`src/rtl/mem_port_arbiter_pkg.sv`:
```
// Shared types and constants for the external memory port arbiter.
package mem_port_arbiter_pkg;

    // Arbiter states: which transaction (if any) owns the external port.
    typedef enum logic [1:0] {
        ARB_IDLE  = 2'd0,
        ARB_FETCH = 2'd1,
        ARB_DATA  = 2'd2,
        ARB_DRAIN = 2'd3
    } arb_state_e;

    // Starvation counter width; holds limits up to 15.
    localparam int STARVE_CNT_W = 4;

endpackage

```
`src/rtl/mem_arb_starve_ctr.sv`:
```
// Saturating counter with clear, used to count data grants won while fetch waits.
module mem_arb_starve_ctr
    import mem_port_arbiter_pkg::*;
#(
    parameter int LIMIT = 4
) (
    input  logic clk,
    input  logic rst,
    input  logic clr_i,
    input  logic inc_i,
    output logic at_limit_o
);

    localparam logic [STARVE_CNT_W-1:0] LIMIT_W = STARVE_CNT_W'(LIMIT);

    logic [STARVE_CNT_W-1:0] cnt_q;
    logic [STARVE_CNT_W-1:0] cnt_d;

    // Next count: clear has priority, increment stops at the limit.
    always_comb begin
        cnt_d = cnt_q;
        if (clr_i) begin
            cnt_d = '0;
        end else if (inc_i && (cnt_q != LIMIT_W)) begin
            cnt_d = cnt_q + 1'b1;
        end
    end

    // Counter register.
    always_ff @(posedge clk or posedge rst) begin
        if (rst) begin
            cnt_q <= '0;
        end else begin
            cnt_q <= cnt_d;
        end
    end

    assign at_limit_o = (cnt_q == LIMIT_W);

endmodule

```
`src/rtl/mem_port_arbiter.sv`:
```
// Arbiter sharing one external memory port between instruction fetch and
// data access. Data normally wins; fetch is forced ahead once it has lost
// STARVE_LIMIT data grants in a row. Cancelled fetches are drained silently.
module mem_port_arbiter
    import mem_port_arbiter_pkg::*;
#(
    parameter int DATA_WIDTH   = 32,
    parameter int ADDR_WIDTH   = 32,
    parameter int STARVE_LIMIT = 4
) (
    input  logic                    clk,
    input  logic                    rst,
    input  logic                    fetch_req,
    input  logic [ADDR_WIDTH-1:0]   fetch_addr,
    input  logic                    fetch_cancel,
    output logic [DATA_WIDTH-1:0]   fetch_rdata,
    output logic                    fetch_done,
    input  logic                    mem_req,
    input  logic                    mem_we,
    input  logic [DATA_WIDTH/8-1:0] mem_be,
    input  logic [ADDR_WIDTH-1:0]   mem_addr,
    input  logic [DATA_WIDTH-1:0]   mem_wdata,
    output logic [DATA_WIDTH-1:0]   mem_rdata,
    output logic                    mem_done,
    output logic                    ext_req,
    output logic                    ext_we,
    output logic [DATA_WIDTH/8-1:0] ext_be,
    output logic [ADDR_WIDTH-1:0]   ext_addr,
    output logic [DATA_WIDTH-1:0]   ext_wdata,
    input  logic [DATA_WIDTH-1:0]   ext_rdata,
    input  logic                    ext_ready,
    output logic                    busy
);

    localparam int BE_WIDTH = DATA_WIDTH / 8;

    arb_state_e state_q, state_d;

    logic                  ext_we_q,    ext_we_d;
    logic [BE_WIDTH-1:0]   ext_be_q,    ext_be_d;
    logic [ADDR_WIDTH-1:0] ext_addr_q,  ext_addr_d;
    logic [DATA_WIDTH-1:0] ext_wdata_q, ext_wdata_d;
    logic [DATA_WIDTH-1:0] fetch_rdata_q, fetch_rdata_d;
    logic [DATA_WIDTH-1:0] mem_rdata_q,   mem_rdata_d;

    logic complete;
    logic arb_en;
    logic fetch_elig;
    logic data_elig;
    logic grant_fetch;
    logic grant_data;
    logic fetch_done_c;
    logic data_done_c;
    logic mem_read_done_c;
    logic starve_at_limit;
    logic starve_inc;
    logic starve_clr;

    // Completion, eligibility and grant decisions. A port whose access just
    // completed is masked because its request still reflects that access.
    // In DRAIN the fetch port is only masked by fetch_cancel itself.
    always_comb begin
        complete        = ext_ready && (state_q != ARB_IDLE);
        arb_en          = (state_q == ARB_IDLE) || complete;
        fetch_elig      = fetch_req && !fetch_cancel
                          && !(complete && (state_q == ARB_FETCH));
        data_elig       = mem_req && !(complete && (state_q == ARB_DATA));
        grant_fetch     = arb_en && fetch_elig && (!data_elig || starve_at_limit);
        grant_data      = arb_en && data_elig && !(fetch_elig && starve_at_limit);
        fetch_done_c    = complete && (state_q == ARB_FETCH) && !fetch_cancel;
        data_done_c     = complete && (state_q == ARB_DATA);
        mem_read_done_c = data_done_c && !ext_we_q;
        starve_inc      = grant_data && fetch_req && !fetch_cancel;
        starve_clr      = grant_fetch || !fetch_req;
    end

    // Next state and next external request fields.
    always_comb begin
        state_d       = state_q;
        ext_we_d      = ext_we_q;
        ext_be_d      = ext_be_q;
        ext_addr_d    = ext_addr_q;
        ext_wdata_d   = ext_wdata_q;
        fetch_rdata_d = fetch_rdata_q;
        mem_rdata_d   = mem_rdata_q;

        if (fetch_done_c) begin
            fetch_rdata_d = ext_rdata;
        end
        if (mem_read_done_c) begin
            mem_rdata_d = ext_rdata;
        end

        if (grant_fetch) begin
            state_d    = ARB_FETCH;
            ext_we_d   = 1'b0;
            ext_be_d   = '1;
            ext_addr_d = fetch_addr;
        end else if (grant_data) begin
            state_d     = ARB_DATA;
            ext_we_d    = mem_we;
            ext_be_d    = mem_be;
            ext_addr_d  = mem_addr;
            ext_wdata_d = mem_wdata;
        end else if (complete) begin
            state_d = ARB_IDLE;
        end else if ((state_q == ARB_FETCH) && fetch_cancel) begin
            state_d = ARB_DRAIN;
        end
    end

    // State and datapath registers.
    always_ff @(posedge clk or posedge rst) begin
        if (rst) begin
            state_q       <= ARB_IDLE;
            ext_we_q      <= 1'b0;
            ext_be_q      <= '0;
            ext_addr_q    <= '0;
            ext_wdata_q   <= '0;
            fetch_rdata_q <= '0;
            mem_rdata_q   <= '0;
        end else begin
            state_q       <= state_d;
            ext_we_q      <= ext_we_d;
            ext_be_q      <= ext_be_d;
            ext_addr_q    <= ext_addr_d;
            ext_wdata_q   <= ext_wdata_d;
            fetch_rdata_q <= fetch_rdata_d;
            mem_rdata_q   <= mem_rdata_d;
        end
    end

    mem_arb_starve_ctr #(
        .LIMIT (STARVE_LIMIT)
    ) u_starve_ctr (
        .clk        (clk),
        .rst        (rst),
        .clr_i      (starve_clr),
        .inc_i      (starve_inc),
        .at_limit_o (starve_at_limit)
    );

    // The external request is outstanding whenever the arbiter is not idle,
    // so it drops together with the state on reset.
    assign ext_req     = (state_q != ARB_IDLE);
    assign busy        = (state_q != ARB_IDLE);
    assign ext_we      = ext_we_q;
    assign ext_be      = ext_be_q;
    assign ext_addr    = ext_addr_q;
    assign ext_wdata   = ext_wdata_q;
    assign fetch_done  = fetch_done_c;
    assign mem_done    = !mem_req || data_done_c;
    assign fetch_rdata = fetch_done_c ? ext_rdata : fetch_rdata_q;
    assign mem_rdata   = mem_read_done_c ? ext_rdata : mem_rdata_q;

endmodule

```
`config.mk`:
```
export PLATFORM = sky130hd
export DESIGN_NAME = mem_port_arbiter
export DESIGN_NICKNAME = d
export VERILOG_FILES = /design/src/rtl/mem_port_arbiter_pkg.sv /design/src/rtl/mem_arb_starve_ctr.sv /design/src/rtl/mem_port_arbiter.sv
export SDC_FILE = /design/constraint.sdc
export NUM_CORES = 1
export LEC_CHECK = 0
export ABC_AREA = 1
export BUFFER_PORTS_ARGS = -buffer_cell sky130_fd_sc_hd__buf_2
export CORE_UTILIZATION = 40
export CTS_CLUSTER_DIAMETER = 120
export DETAILED_ROUTE_END_ITERATION = 10
export PLACE_DENSITY_LB_ADDON = 0.3
export SYNTH_ARGS = -nofsm -noshare
export SYNTH_HDL_FRONTEND = slang
export SYNTH_HIERARCHICAL = 1
export SYNTH_SLANG_ARGS = --single-unit
```
`constraint.sdc`:
```
create_clock -name clk -period 5.2 [get_ports clk]
set_input_delay 1.04 -clock clk [delete_from_list [all_inputs] [get_ports clk]]
set_output_delay 1.04 -clock clk [all_outputs]
set_load 0.03 [all_outputs]
```
---- Word level (Yosys, flattened, before mapping) ----
Cells that the tools add are included.
storage, ports and cells
  register bits ........................... 139
  bits in latches ......................... 0
  RAM bits ................................ 0
  bits in read-only memories .............. 0
  input port bits ......................... 139
  output and inout bits ................... 137
  logic and storage cells ................. 63
  memories ................................ 0
cells by class
  add/sub/neg operators ................... 1
  $mul .................................... 0
  divide/modulo/power cells ............... 0
  $lt $le $gt $ge ......................... 0
  equality and inequality tests ........... 4
  shift-type cells ........................ 0
  multiplexer cells ....................... 14
  bitwise logic cells ..................... 1
  reductions and logical operators ........ 35
operators by type and width
  cell                 count
  $mux 32              4
  $logic_and 1x1->1    17
  $mux 4               4
  $logic_not 1->1      8
  $mux 2               4
  $reduce_bool 2->1    3
  $add 4x1->4 const B  1
  $eq 4x3->1 const B   1
  $logic_or 1x1->1     4
  $ne 4x3->1 const B   1
  $reduce_bool 4->1    1
  $eq 2x1->1 const B   1
  $eq 2x2->1 const B   1
  $logic_not 2->1      1
  $mux 1               2
  $reduce_and 2->1     1
  $not 1->1            1

---- Longest topological paths before layout ----
  depth in word-level cells ............... 13
  mapped depth ............................ 13
  mapped depth without buffers ............ 12

---- Hierarchy ----
The synthesis kept the hierarchy.
by module, submodules not included
  module              instances  cells an instance  area an instance (sq um)  sequential area each (sq um)
  mem_port_arbiter    1          613                5445.2                    3378.2
  mem_arb_starve_ctr  1          33                 256.5                     100.1

---- Worst setup path before layout ----
No wires, ideal clock.
  path type ............................... input to output
  start point ............................. in ext_ready
  end point ............................... out fetch_rdata[0]
  data arrival time ....................... 2.752 ns
  data required time ...................... 4.160 ns
  path slack .............................. 1.408 ns
  cell stages on the path ................. 5
  buffers on the path ..................... 1
  cells stage by stage .................... nand3_1 > nor2_1 > inv_2 > clkbuf_1 > o21ai_0
on the way
  cells in the longest elaborated chain, start to end .. 4
RTL lines
  item                             line                     RTL
  from (decl)                      mem_port_arbiter.sv:31   input logic ext_ready,
  $logic_and 1x1->1                mem_port_arbiter.sv:63   complete = ext_ready && (state_q != ARB_IDLE);
  $logic_and 1x1->1 (2 in series)  mem_port_arbiter.sv:70   fetch_done_c = complete && (state_q == ARB_FETCH) && !fetch_cancel;
  named net fetch_done             mem_port_arbiter.sv:17   output logic fetch_done,
  $mux 32                          mem_port_arbiter.sv:153  assign fetch_rdata = fetch_done_c ? ext_rdata : fetch_rdata_q;
  to (decl)                        mem_port_arbiter.sv:16   output logic [DATA_WIDTH-1:0] fetch_rdata,
The timed path passes the listed nets, and every way through them passes these cells.

---- Final worst setup path ----
  start point ............................. in ext_ready
  end point ............................... out fetch_rdata[3]
on the way
  cells in the longest elaborated chain, start to end .. 4
RTL lines
  item                             line
  $logic_and 1x1->1                mem_port_arbiter.sv:63
  $logic_and 1x1->1 (2 in series)  mem_port_arbiter.sv:70
  $mux 32                          mem_port_arbiter.sv:153
No other way between the ends.

==> impl_metrics.yaml <==
drt:
  drtIter0Drc: 279
  ant_nets: 0
  wire_per_inst_um: 13.6
  vias_per_cell: 4.74
  drcViolationCount: 0
  firstDrtPassIters: 4
  wirelength_mm: 14.9
  num_vias: 5206
setup_path:
  critPathLaunchType: "primary input"
  worstSetupPathType: "primary input to primary output"
  max_stage_delay_ns: 0.65
  end_kind: "primary output"
  startpoint: "ext_ready"
  crit_required_ns: 4.16
  arrival_ns: 2.61
  cpMostUsedCell: "buf_2"
  crit_fanout: 64
  slowest_stage: "inv_2"
  r2r_start: "u_starve_ctr/cnt_q[0]"
  path_cells: "buf_2 > nand3_1 > nor2_1 > inv_2 > o21ai_0 > buf_2"
  path_buf_inv: 3
  cp_top_family: "buffers and inverters"
placed_design:
  io_buffers: 275
  place_congestion: 0.791
  hpwl_mm: 10.3
  dpl_cell_area_um2: 7150
synthesis:
  synth_nets: 787
  synth_cell_types: 21
  netlist_area_um2: 5700
  syn_area_per_cell_um2: 8.83
  syn_inst: 646
  yosys_warnings: 6
  seq_area_frac_synth_pct: 61.0
  synth_seq_cells: 139
layout:
  stdcell_area_um2: 7770
  seqCellArea_um2: 3480
  antenna_cells: 0
  drive_gt1_share_pct: 34.9
  multiInputGateArea_um2: 1840
  area_delta_synth_final_pct: 36.3
  fin_nets: 1048
  nFillCells: 1305
timing:
  tightest_slew_ns: 1.10
  rsz0062_at_grt: "no"
  whs_ns: 0.470
  setup-violations-final: 0
  hold_violations: 0
  period_needed_ns: 3.65
  max_slew_margin_pct: 26.6
  fin_tns_setup_ns: 0
  maxSlewViolCount: 0
  finClkSkew_ns: 0.00796
  period_share_pct: 70.3
  fmax_mhz: 274
floorplan:
  num_rows: 43
  start_util_pct: 41.1
  die_h_um: 121
  io_pins: 276
  dieArea_um2: 14700
  core-area_um2: 13900
  chipWidth_um: 121
outcome:
  status: "finished, final reports clean"
grt:
  grt.overflow.total: 0
  grt_pass1_wl_mm: 23.1
  grt_max_degree: 105
  grt_pass1_vias: 4657
  grt.total_usage_pct: 20.4
  antenna_found_initial: 0
clock_network:
  htreeDepth: 4
  cts_tree: "built"
  cts-root-buf: "clkbuf_16"
  postCtsResizedCells: 0
  numClockSinks: 139
  insertion_delay_ns: 0.41
  cts.path.max_buffers: 2
  numCtsBuffers: 17
  hold_buffers: 0
  cts_setup_buffers: 0
  clk_pin_slew_worst_paths_ns: 0.05
pwr:
  power.density_nw_per_um2: 696
  p_leak_nw: 4.39
  ir_drop_mv: 0.388
flow_run:
  drv_cap: 0
worst_hold_path:
  hold_start: "ext_wdata[15]"
  hold_path_class: "flop to flop"
sequential cells by signal, summed over array words and instances, names as in the netlist:
register / flops
ext_be: 4
u_starve_ctr/cnt_q: 4
ext_addr: 32
fetch_rdata_q: 32
ext_we: 1
state_q: 2
mem_rdata_q: 32
ext_wdata: 32
placed cells by master, fill, tap and decap left out:
master,synthesis,routed
nor3_1,1,1
buf_4,4,4
inv_1,47,46
clkinvlp_4,0,2
inv_2,5,5
ha_1,2,2
nor2_2,2,2
nand3_1,104,104
inv_6,0,2
nand4_1,5,5
o21ai_1,7,7
buf_2,11,275
dfrtp_1,139,139
clkinv_4,0,2
clkbuf_1,18,1
nand2_2,2,2
nor2_1,19,19
o21ai_0,62,62
nand2_1,211,211
bufinv_16,0,3
nor2_4,1,1
a21oi_1,1,1
clkbuf_8,0,4
clkbuf_16,0,17
or2_2,1,1
clkinv_2,0,1
cell families (layout without fill, tap and decap cells):
group                      count (synthesis)  count (layout)  share of synthesized area (%)
and+or+nand+nor                          346             346                           25.7
adders and majority gates                  2               2                          0.439
AOI/OAI and AO/OA                         70              70                           6.14
buffers and inverters                     89             362                           6.76
DFF                                      139             139                           61.0
final timing paths:
path / slack, ns / cells past startpoint / to
setup / recovery: 1.55 / 6 / fetch_rdata[3]
hold / removal: 0.47 / 2 / ext_wdata[15]
setup reg to reg: 2.78 / 11 / ext_addr[3]
hold reg to reg: 0.47 / 2 / ext_wdata[15]
max in group asynchronous: 3.33 / 3 / ext_wdata[22]
min in group asynchronous: 0.54 / 2 / u_starve_ctr/cnt_q[3]
where the power goes:
part | leakage, nW | switching, mW | internal (mW) | total (mW)
combinational | 2.35 | 1.78 | 0.634 | 2.41
clock | 0.299 | 0.451 | 0.805 | 1.26
sequential | 1.73 | 0.186 | 1.56 | 1.74
total | 4.39 | 2.41 | 2.99 | 5.41
metal layers:
metal,track usage (%),up-vias,wire (um)
li1,-,2593,-
met1,25.8,2385,6600
met2,32.4,215,6840
met3,6.44,13,1290
met4,8.10,0,217
met5,0,-,0
through the flow:
step	setup slack (ns)	utilization, %	cells	total power [mW]
4_1_cts	1.59	56.0	1099	5.46
3_5_place_dp	1.60	51.5	1068	4.18
6_report	1.55	56.0	1099	5.41
2_1_floorplan	0.549	-	646	3.45
5_1_grt	1.33	56.0	1099	5.72
3_3_place_gp	1.68	51.5	1068	4.15
synth_stat cells:
library cell / instances / area, um2
a21oi_1: 1 / 5.00
buf_1: 1 / 3.75
buf_2: 11 / 55.1
buf_4: 4 / 30.0
buf_6: 3 / 33.8
clkbuf_1: 18 / 67.6
dfrtp_1: 139 / 3480
ha_1: 2 / 25.0
inv_1: 47 / 176
inv_2: 5 / 18.8
nand2_1: 211 / 792
nand2_2: 2 / 12.5
nand3_1: 104 / 521
nand4_1: 5 / 31.3
nor2_1: 19 / 71.3
nor2_2: 2 / 12.5
nor2_4: 1 / 11.3
nor3_1: 1 / 5.00
o21ai_0: 62 / 310
o21ai_1: 7 / 35.0
or2_2: 1 / 6.26
worst min-delay path, delay by kind of cell, from the launching register on:
family        cells  cell delay (ns)
simple gates      2             0.10
flops             1             0.33
layout make-up:
type | count | share of cell area, %
Sequential cell | 139 | 44.8
Multi-Input combinational cell | 418 | 23.7
Timing Repair Buffer | 279 | 18.1
Clock buffer | 22 | 6.23
Tap cell | 180 | 2.90
Inverter | 52 | 2.58
Clock inverter | 9 | 1.76
No activity file was read; power rests on OpenSTA's default activity.
